**src/rtl/picorvino_boot_loader.sv**
```systemverilog
// Firmware preloader: streams a segmented image into word-interleaved memory, then releases the core.
// Optional trailing checksum word after the end marker is enabled by defining PICORVINO_BOOT_CHECKSUM_EN.
module picorvino_boot_loader #(
  parameter int DATA_W    = 32,
  parameter int MEM_WORDS = 4096,
  parameter int NUM_BANKS = 1,
  parameter int RST_HOLD  = 16
) (
  input  logic                                       clk,
  input  logic                                       rstn,
  input  logic                                       ld_valid,
  output logic                                       ld_ready,
  input  logic [DATA_W-1:0]                          ld_data,
  output logic                                       mem_we,
  output logic [((NUM_BANKS > 1) ? $clog2(NUM_BANKS) : 1)-1:0] mem_bank,
  output logic [$clog2(MEM_WORDS)-1:0]               mem_addr,
  output logic [DATA_W-1:0]                          mem_wdata,
  output logic                                       core_rstn,
  output logic                                       boot_done,
  output logic                                       boot_err,
  output logic [31:0]                                words_loaded
);

  localparam int BW = (NUM_BANKS > 1) ? $clog2(NUM_BANKS) : 1;
  localparam int LB = $clog2(NUM_BANKS);
  localparam int AW = $clog2(MEM_WORDS);
  localparam int HW = (RST_HOLD > 1) ? $clog2(RST_HOLD) : 1;
  localparam logic [DATA_W:0]   CAP       = (DATA_W+1)'(MEM_WORDS * NUM_BANKS);
  localparam logic [DATA_W-1:0] BANK_MASK = DATA_W'(NUM_BANKS - 1);
  localparam logic [HW-1:0]     HOLD_LAST = HW'(RST_HOLD - 1);

`ifdef PICORVINO_BOOT_CHECKSUM_EN
  typedef enum logic [2:0] {HDR_ADDR, HDR_LEN, DATA, CSUM, HOLD, RUN, ERR} state_t;
  logic [DATA_W-1:0] sum;
`else
  typedef enum logic [2:0] {HDR_ADDR, HDR_LEN, DATA, HOLD, RUN, ERR} state_t;
`endif

  state_t            state;
  logic [DATA_W-1:0] w_idx;
  logic [DATA_W-1:0] remain;
  logic [HW-1:0]     hold_cnt;
  logic              acc;
  logic [DATA_W:0]   seg_end;

  assign acc     = ld_valid & ld_ready;
  // One extra bit so a header near the top of the word range cannot wrap past the capacity check.
  assign seg_end = {1'b0, w_idx} + {1'b0, ld_data};

  always_ff @(posedge clk or negedge rstn) begin
    if (!rstn) begin
      state        <= HDR_ADDR;
      ld_ready     <= 1'b0;
      mem_we       <= 1'b0;
      mem_bank     <= '0;
      mem_addr     <= '0;
      mem_wdata    <= '0;
      core_rstn    <= 1'b0;
      boot_done    <= 1'b0;
      boot_err     <= 1'b0;
      words_loaded <= '0;
      w_idx        <= '0;
      remain       <= '0;
      hold_cnt     <= '0;
`ifdef PICORVINO_BOOT_CHECKSUM_EN
      sum          <= '0;
`endif
    end else begin
      mem_we <= 1'b0;
      case (state)
        HDR_ADDR: begin
          ld_ready <= 1'b1;
          if (acc) begin
            w_idx <= ld_data;
            state <= HDR_LEN;
          end
        end
        HDR_LEN: if (acc) begin
          if (ld_data == '0) begin
`ifdef PICORVINO_BOOT_CHECKSUM_EN
            state    <= CSUM;
`else
            state    <= HOLD;
            ld_ready <= 1'b0;
            hold_cnt <= '0;
`endif
          end else if (seg_end > CAP) begin
            state    <= ERR;
            ld_ready <= 1'b0;
            boot_err <= 1'b1;
          end else begin
            remain <= ld_data;
            state  <= DATA;
          end
        end
        DATA: if (acc) begin
          mem_we    <= 1'b1;
          mem_bank  <= BW'(w_idx & BANK_MASK);
          mem_addr  <= AW'(w_idx >> LB);
          mem_wdata <= ld_data;
          w_idx     <= w_idx + 1'b1;
          remain    <= remain - 1'b1;
          if (words_loaded != 32'hFFFF_FFFF) words_loaded <= words_loaded + 32'd1;
`ifdef PICORVINO_BOOT_CHECKSUM_EN
          sum       <= sum + ld_data;
`endif
          if (remain == DATA_W'(1)) state <= HDR_ADDR;
        end
`ifdef PICORVINO_BOOT_CHECKSUM_EN
        CSUM: if (acc) begin
          ld_ready <= 1'b0;
          if (ld_data == sum) begin
            state    <= HOLD;
            hold_cnt <= '0;
          end else begin
            state    <= ERR;
            boot_err <= 1'b1;
          end
        end
`endif
        HOLD: begin
          if (hold_cnt == HOLD_LAST) begin
            state     <= RUN;
            core_rstn <= 1'b1;
            boot_done <= 1'b1;
          end else begin
            hold_cnt <= hold_cnt + 1'b1;
          end
        end
        default: ld_ready <= 1'b0;
      endcase
    end
  end

endmodule

```
**config.mk**
```make
export PLATFORM = sky130hd
export DESIGN_NAME = picorvino_boot_loader
export DESIGN_NICKNAME = d
export VERILOG_FILES = /design/src/rtl/picorvino_boot_loader.sv
export SDC_FILE = /design/constraint.sdc
export NUM_CORES = 1
export LEC_CHECK = 0
export CAP_MARGIN = 10
export CORE_MARGIN = 2
export CORE_UTILIZATION = 50
export DETAILED_ROUTE_END_ITERATION = 6
export PLACE_DENSITY = 0.73
export SYNTH_ARGS = -nofsm -noshare
export SYNTH_HDL_FRONTEND = slang
export SYNTH_SLANG_ARGS = --single-unit
```
**constraint.sdc**
```tcl
create_clock -name clk -period 4 [get_ports clk]
set_input_delay 0.4 -clock clk [delete_from_list [all_inputs] [get_ports clk]]
set_output_delay 0.4 -clock clk [all_outputs]
set_load 0.1 [all_outputs]
```
---- After elaboration in Yosys (flattened, before gate mapping) ----
Index checks and enable logic that the tools add are counted.
storage, ports and cells
  register bits after elaboration ......... 151
  latch bits .............................. 0
  bits in writable memories ............... 0
  bits in read-only memories .............. 0
  output and inout port bits .............. 82
  word-level logic and storage cells ...... 78
  memories ................................ 0
operators by class
  $add $sub $neg .......................... 5
  multipliers ............................. 0
  divide/modulo/power cells ............... 0
  magnitude comparators ................... 1
  eq/ne operators ......................... 16
  shift-type cells ........................ 0
  mux-type cells .......................... 26
  bitwise operators ....................... 3
  reductions and logical operators ........ 16
operators with widths
  operator                                                                count
  32-bit 2-to-1 mux                                                       6
  32-bit one-hot mux with 2 select lines                                  2
  32-bit by 1-bit adder with 32-bit output, second input constant         2
  32-bit by 32-bit adder with 33-bit output                               1
  33-bit by 13-bit > comparator with 1-bit output, second input constant  1
  32-bit by 1-bit == test with 1-bit output, second input constant        1
  32-bit zero test                                                        1
  32-bit inequality test, second input constant                           1
  32-bit by 1-bit subtractor with 32-bit output, second input constant    1
  3-bit 2-to-1 mux                                                        7
  2-bit inequality test, second input constant                            9
  4-bit 2-to-1 mux                                                        3
  3-bit one-hot mux with 4 select lines                                   1
  3-bit AND reduction                                                     3
  4-bit one-hot mux with 2 select lines                                   1
  4-bit AND reduction                                                     2
  3-bit by 2-bit == test with 1-bit output, second input constant         2
  6-bit AND reduction                                                     1
  2-bit nonzero test                                                      3
  1-bit 2-to-1 mux                                                        5
  5-bit AND reduction                                                     1
  4-bit by 1-bit adder with 4-bit output, second input constant           1
  4-bit == test, second input constant                                    1
  2-bit AND reduction                                                     2
  8 further kinds                                                         9

---- Depth between registers and ports, before layout ----
  depth after elaboration ................. 6
  gate-level depth with buffers ........... 14

---- Worst setup path before layout ----
OpenSTA, ideal clock, no wires.
  path kind ............................... reg2reg
  start ................................... register w_idx[0]
  end ..................................... register remain[23]
  setup time .............................. 136 ps
  arrival ................................. 3393 ps
  required time ........................... 3864 ps
  slack ................................... 470 ps
  stages on the path, launching flop included .. 15
  path buffers ............................ 2
  clock period less this slack ............ 3530 ps
  cell sequence ........................... dfrtp_1 ha_1 fa_1 a21oi_1 o22ai_1 o21ai_0 a22oi_1 xor2_1 o31a_1 or4_4 nor3_4 and2_1 buf_6 buf_6 o22ai_2
between the ends
  cells in the longest elaborated chain, start to end .. 4
ends and longest elaborated chain
  what                                             RTL line  source
  start, declared                                  40        logic [DATA_W-1:0] w_idx;
  start signal, assigned                           74        w_idx <= ld_data;
  start signal, assigned                           101       w_idx <= w_idx + 1'b1;
  32-bit by 32-bit adder with 33-bit output        48        assign seg_end = {1'b0, w_idx} + {1'b0, ld_data};
  33-bit by 13-bit > comparator with 1-bit output  87        end else if (seg_end > CAP) begin
  2-bit inequality test (no line)                  --
  5-bit AND reduction (no line)                    --
  end signal, assigned                             92        remain <= ld_data;
  end signal, assigned                             102       remain <= remain - 1'b1;
  end, declared                                    41        logic [DATA_W-1:0] remain;
No other way between the ends.
A chain may end at the register's enable or synchronous reset.

---- Worst setup path in the final report ----
  start ................................... input port ld_data[20]
  end ..................................... register remain[10]
between the ends
  cells in the longest elaborated chain, start to end .. 4
  elaborated cells between the ends (all ways) .. 6
  those cells by class .................... add/sub: 1; order compare: 1; eq/ne: 2; reduce/logical: 2
ends and longest elaborated chain
  what                                             RTL line  source
  start, declared                                  13        input logic [DATA_W-1:0] ld_data,
  32-bit by 32-bit adder with 33-bit output        48
  33-bit by 13-bit > comparator with 1-bit output  87
  2-bit inequality test (no line)                  --
  5-bit AND reduction (no line) (*)                --
Every way passes the cells marked *; elsewhere a longest branch is shown, timed or not.

==> out/metrics.cfg <==
[outcome]
status=completed

[critical_path]
critical-path-max-stage-delay_ns=0.54
cp_top_family=compound AO/OA/AOI/OAI gates
arrival_ns=4.16
cpMaxStageDelayCell=clkdlybuf4s50_1
cp_cell_sequence=clkdlybuf4s50_1, ha_1, nand2_1, o211ai_1, a21oi_1, a221oi_1, o2111ai_1, a2111o_1, or4_4, nor3_4, and2_1, buf_4, o22ai_1
critical_path_class=in -> reg
crit_path_end_kind=flop
worst-path-max-fanout=7
critPathRequiredTime_ns=4.29
cp_num_buf_inv=2
cp-start-kind=input pin

[floorplanning]
fp.dieW_um=143.6
dieArea_sq_um=20620
design.core.area_sq_um=19270
die_h_um=143.6
rows=51
num_io_pins=117
initial_core_util=0.5057

[global_route]
grt_start_max_net_pins=84
grt_pass1_wl_mm=50.54
grt_pass1_vias=9515
grt_antenna_before_repair=1
grtUsageTotal=0.3163
overflow=0

[detailed_routing]
num_vias=10240
ant_nets=0
initialDrtViolationCount=1227
wl_per_cell_um=19.14
drt-total-wl_mm=32.21
first_pass_iters=5
drc_errors=0
via_per_inst=6.085

[yosys]
ys_ff_latch=151
synth_edf_count=0
synth_top_area_share=0.3877
ys.flop_type=dfrtp_1
syn_area_sq_um=9746
yosys_warnings=0
async_flop_share=1.000
synth_area_leaders=dfrtp_1 (39%), nand2_1 (8.2%), a21oi_1 (5.7%), ha_1 (4.8%), o21ai_0 (3.7%)
syn_avg_cell_area_sq_um=8.224
synthTopCellsByCount=nand2_1 (212), dfrtp_1 (151), a21oi_1 (111)
postSynthCellCount=1185
synth.largest_area_cell=dfrtp_1
post-synth-top-count-cell=nand2_1
syn_nets=1258
synth_cell_types=84
ys_seq_area_frac=0.3877

[worst_hold_path]
hp-class=in -> async

[power]
power_density_nw_per_um2=412.4
max-vdd-ir-drop_mv=0.3220
static-leakage-power_nw=5.772

[timing]
tightest_slew_ns=1.133
fin_crit_ns=3.868
slew_headroom=0.2427
min_period_over_period=0.9670
setup_viol=0
drv_slew=0
setup_slack_ns=0.1318
max_freq_ghz=0.2585
rsz0062_at_grt=no
hold_viol=0
fin_skew_ns=0.008416

[clock_tree]
clockBufferDepth=2
htree_levels=4
clock_latency_ns=0.43
clock-sinks=151
cts.clk_slew.worst_paths_ns=0.06
cts_tree=built
cts-buffers-inserted=17
holdBufCountCts=0
cts_root_buf=clkbuf_16

[place]
place_area_sq_um=12050
dpl.cell_count=1651
gp_congestion=0.9595
port-buffer-count=115
pre_cts_slack_ns=-0.2941
hpwlAfterDp_mm=24.13

[finish]
drive_gt1_frac=0.1382
stdcell_area_sq_um=12710
stdcell_count=1683
area_growth_pct=30.44
n_fill_cell=1644
diodes=0
nNetsFinal=1478

[flow_run]
cap_viol_max_count=0

## layout by cell type (no fill, tap or decap), types with 5 or more instances in the layout
master,instances
nand3_1,57
o21ai_0,73
inv_1,20
nand2b_1,9
mux2i_1,6
o211ai_1,9
a21o_1,9
dfrtp_1,151
o2bb2ai_1,6
o31ai_1,7
nor3_1,26
clkdlybuf4s50_1,114
buf_4,134
nand4_1,18
and2_1,9
ha_1,37
and3_1,29
a21oi_1,110
xnor2_1,28
a211oi_1,10
nand2_1,211
a22oi_1,6
nor2_1,89
nor4_1,23
o22ai_1,25
o21bai_1,7
or3_1,17
nor3b_1,5
xor2_1,15
clkbuf_16,17
o41ai_1,5
a211o_1,7
a31oi_1,11
## kinds of logic (layout without fill, tap and decap cells)
group | count (synthesis) | after routing | share of synthesized area
simple gates | 525 | 525 | 0.2554
compound gates | 347 | 347 | 0.2272
flops | 151 | 151 | 0.3877
buf+inv | 70 | 303 | 0.03030
xor+xnor | 43 | 43 | 0.03865
fa+ha+maj | 38 | 38 | 0.04956
mux | 10 | 10 | 0.01078
other cells | 1 | 1 | 0.0003848
## cell type report
class / count / area [sq um] / area share
clock buffer: 21 / 470.5 / 0.03701
clock inverter: 11 / 168.9 / 0.01329
inverter: 21 / 78.83 / 0.006201
multi-input combinational: 964 / 5705 / 0.4488
sequential: 151 / 3779 / 0.2972
tap: 265 / 331.6 / 0.02608
timing repair buffer: 250 / 2178 / 0.1714
## state kept, by name (all words and copies together), names as in the netlist
name / cells
boot_done: 1
boot_err: 1
hold_cnt: 4
ld_ready: 1
mem_addr: 12
mem_wdata: 32
mem_we: 1
remain: 32
state: 3
w_idx: 32
words_loaded: 32
## timing repair
item | CTS | global route
setup buffers | 0 | 0
endpoints found under the setup margin | 0 | 37
gates resized for setup | 0 | 5
## where the power goes
group          leakage, nW  switching [mW]  total, mW  internal [mW]
combinational         3.45           0.973       1.73          0.761
sequential            2.01           0.149       1.77           1.62
clock                0.314           0.647       1.74           1.10
total                 5.77            1.77       5.24           3.47
## metal layers
layer / track usage / routed length, um
met5: 0 / 0
met4: 0.1078 / 956
met3: 0.04798 / 2448
met2: 0.4952 / 14770
met1: 0.4495 / 14030
## per-stage QoR
step / setup TNS [ns] / power (mW) / util / hold slack, ns
global placement: -5.663 / 3.457 / 0.6254 / 0.4459
CTS: 0 / 5.217 / 0.6586 / 0.05431
global route: 0 / 5.495 / 0.6597 / 0.08534
detailed placement: -8.334 / 3.477 / 0.6254 / 0.4466
finish: 0 / 5.243 / 0.6597 / 0.02254
floorplan: 0 / 2.747 / - / 0.1044
## worst paths after layout
| kind | startpoint | to | slack, ns | depth (start not counted) |
|---|---|---|---|---|
| min | rstn | words_loaded[8] | 0.02 | 1 |
| max reg2reg | w_idx[21] | remain[10] | 0.14 | 12 |
| min reg2reg | boot_err | boot_err | 0.46 | 1 |
| max | ld_data[20] | remain[10] | 0.13 | 13 |
| max in group asynchronous | rstn | w_idx[1] | 3.11 | 2 |
| min in group clk | boot_err | boot_err | 0.46 | 1 |
Note: power is estimated with default switching activity, not from simulation.
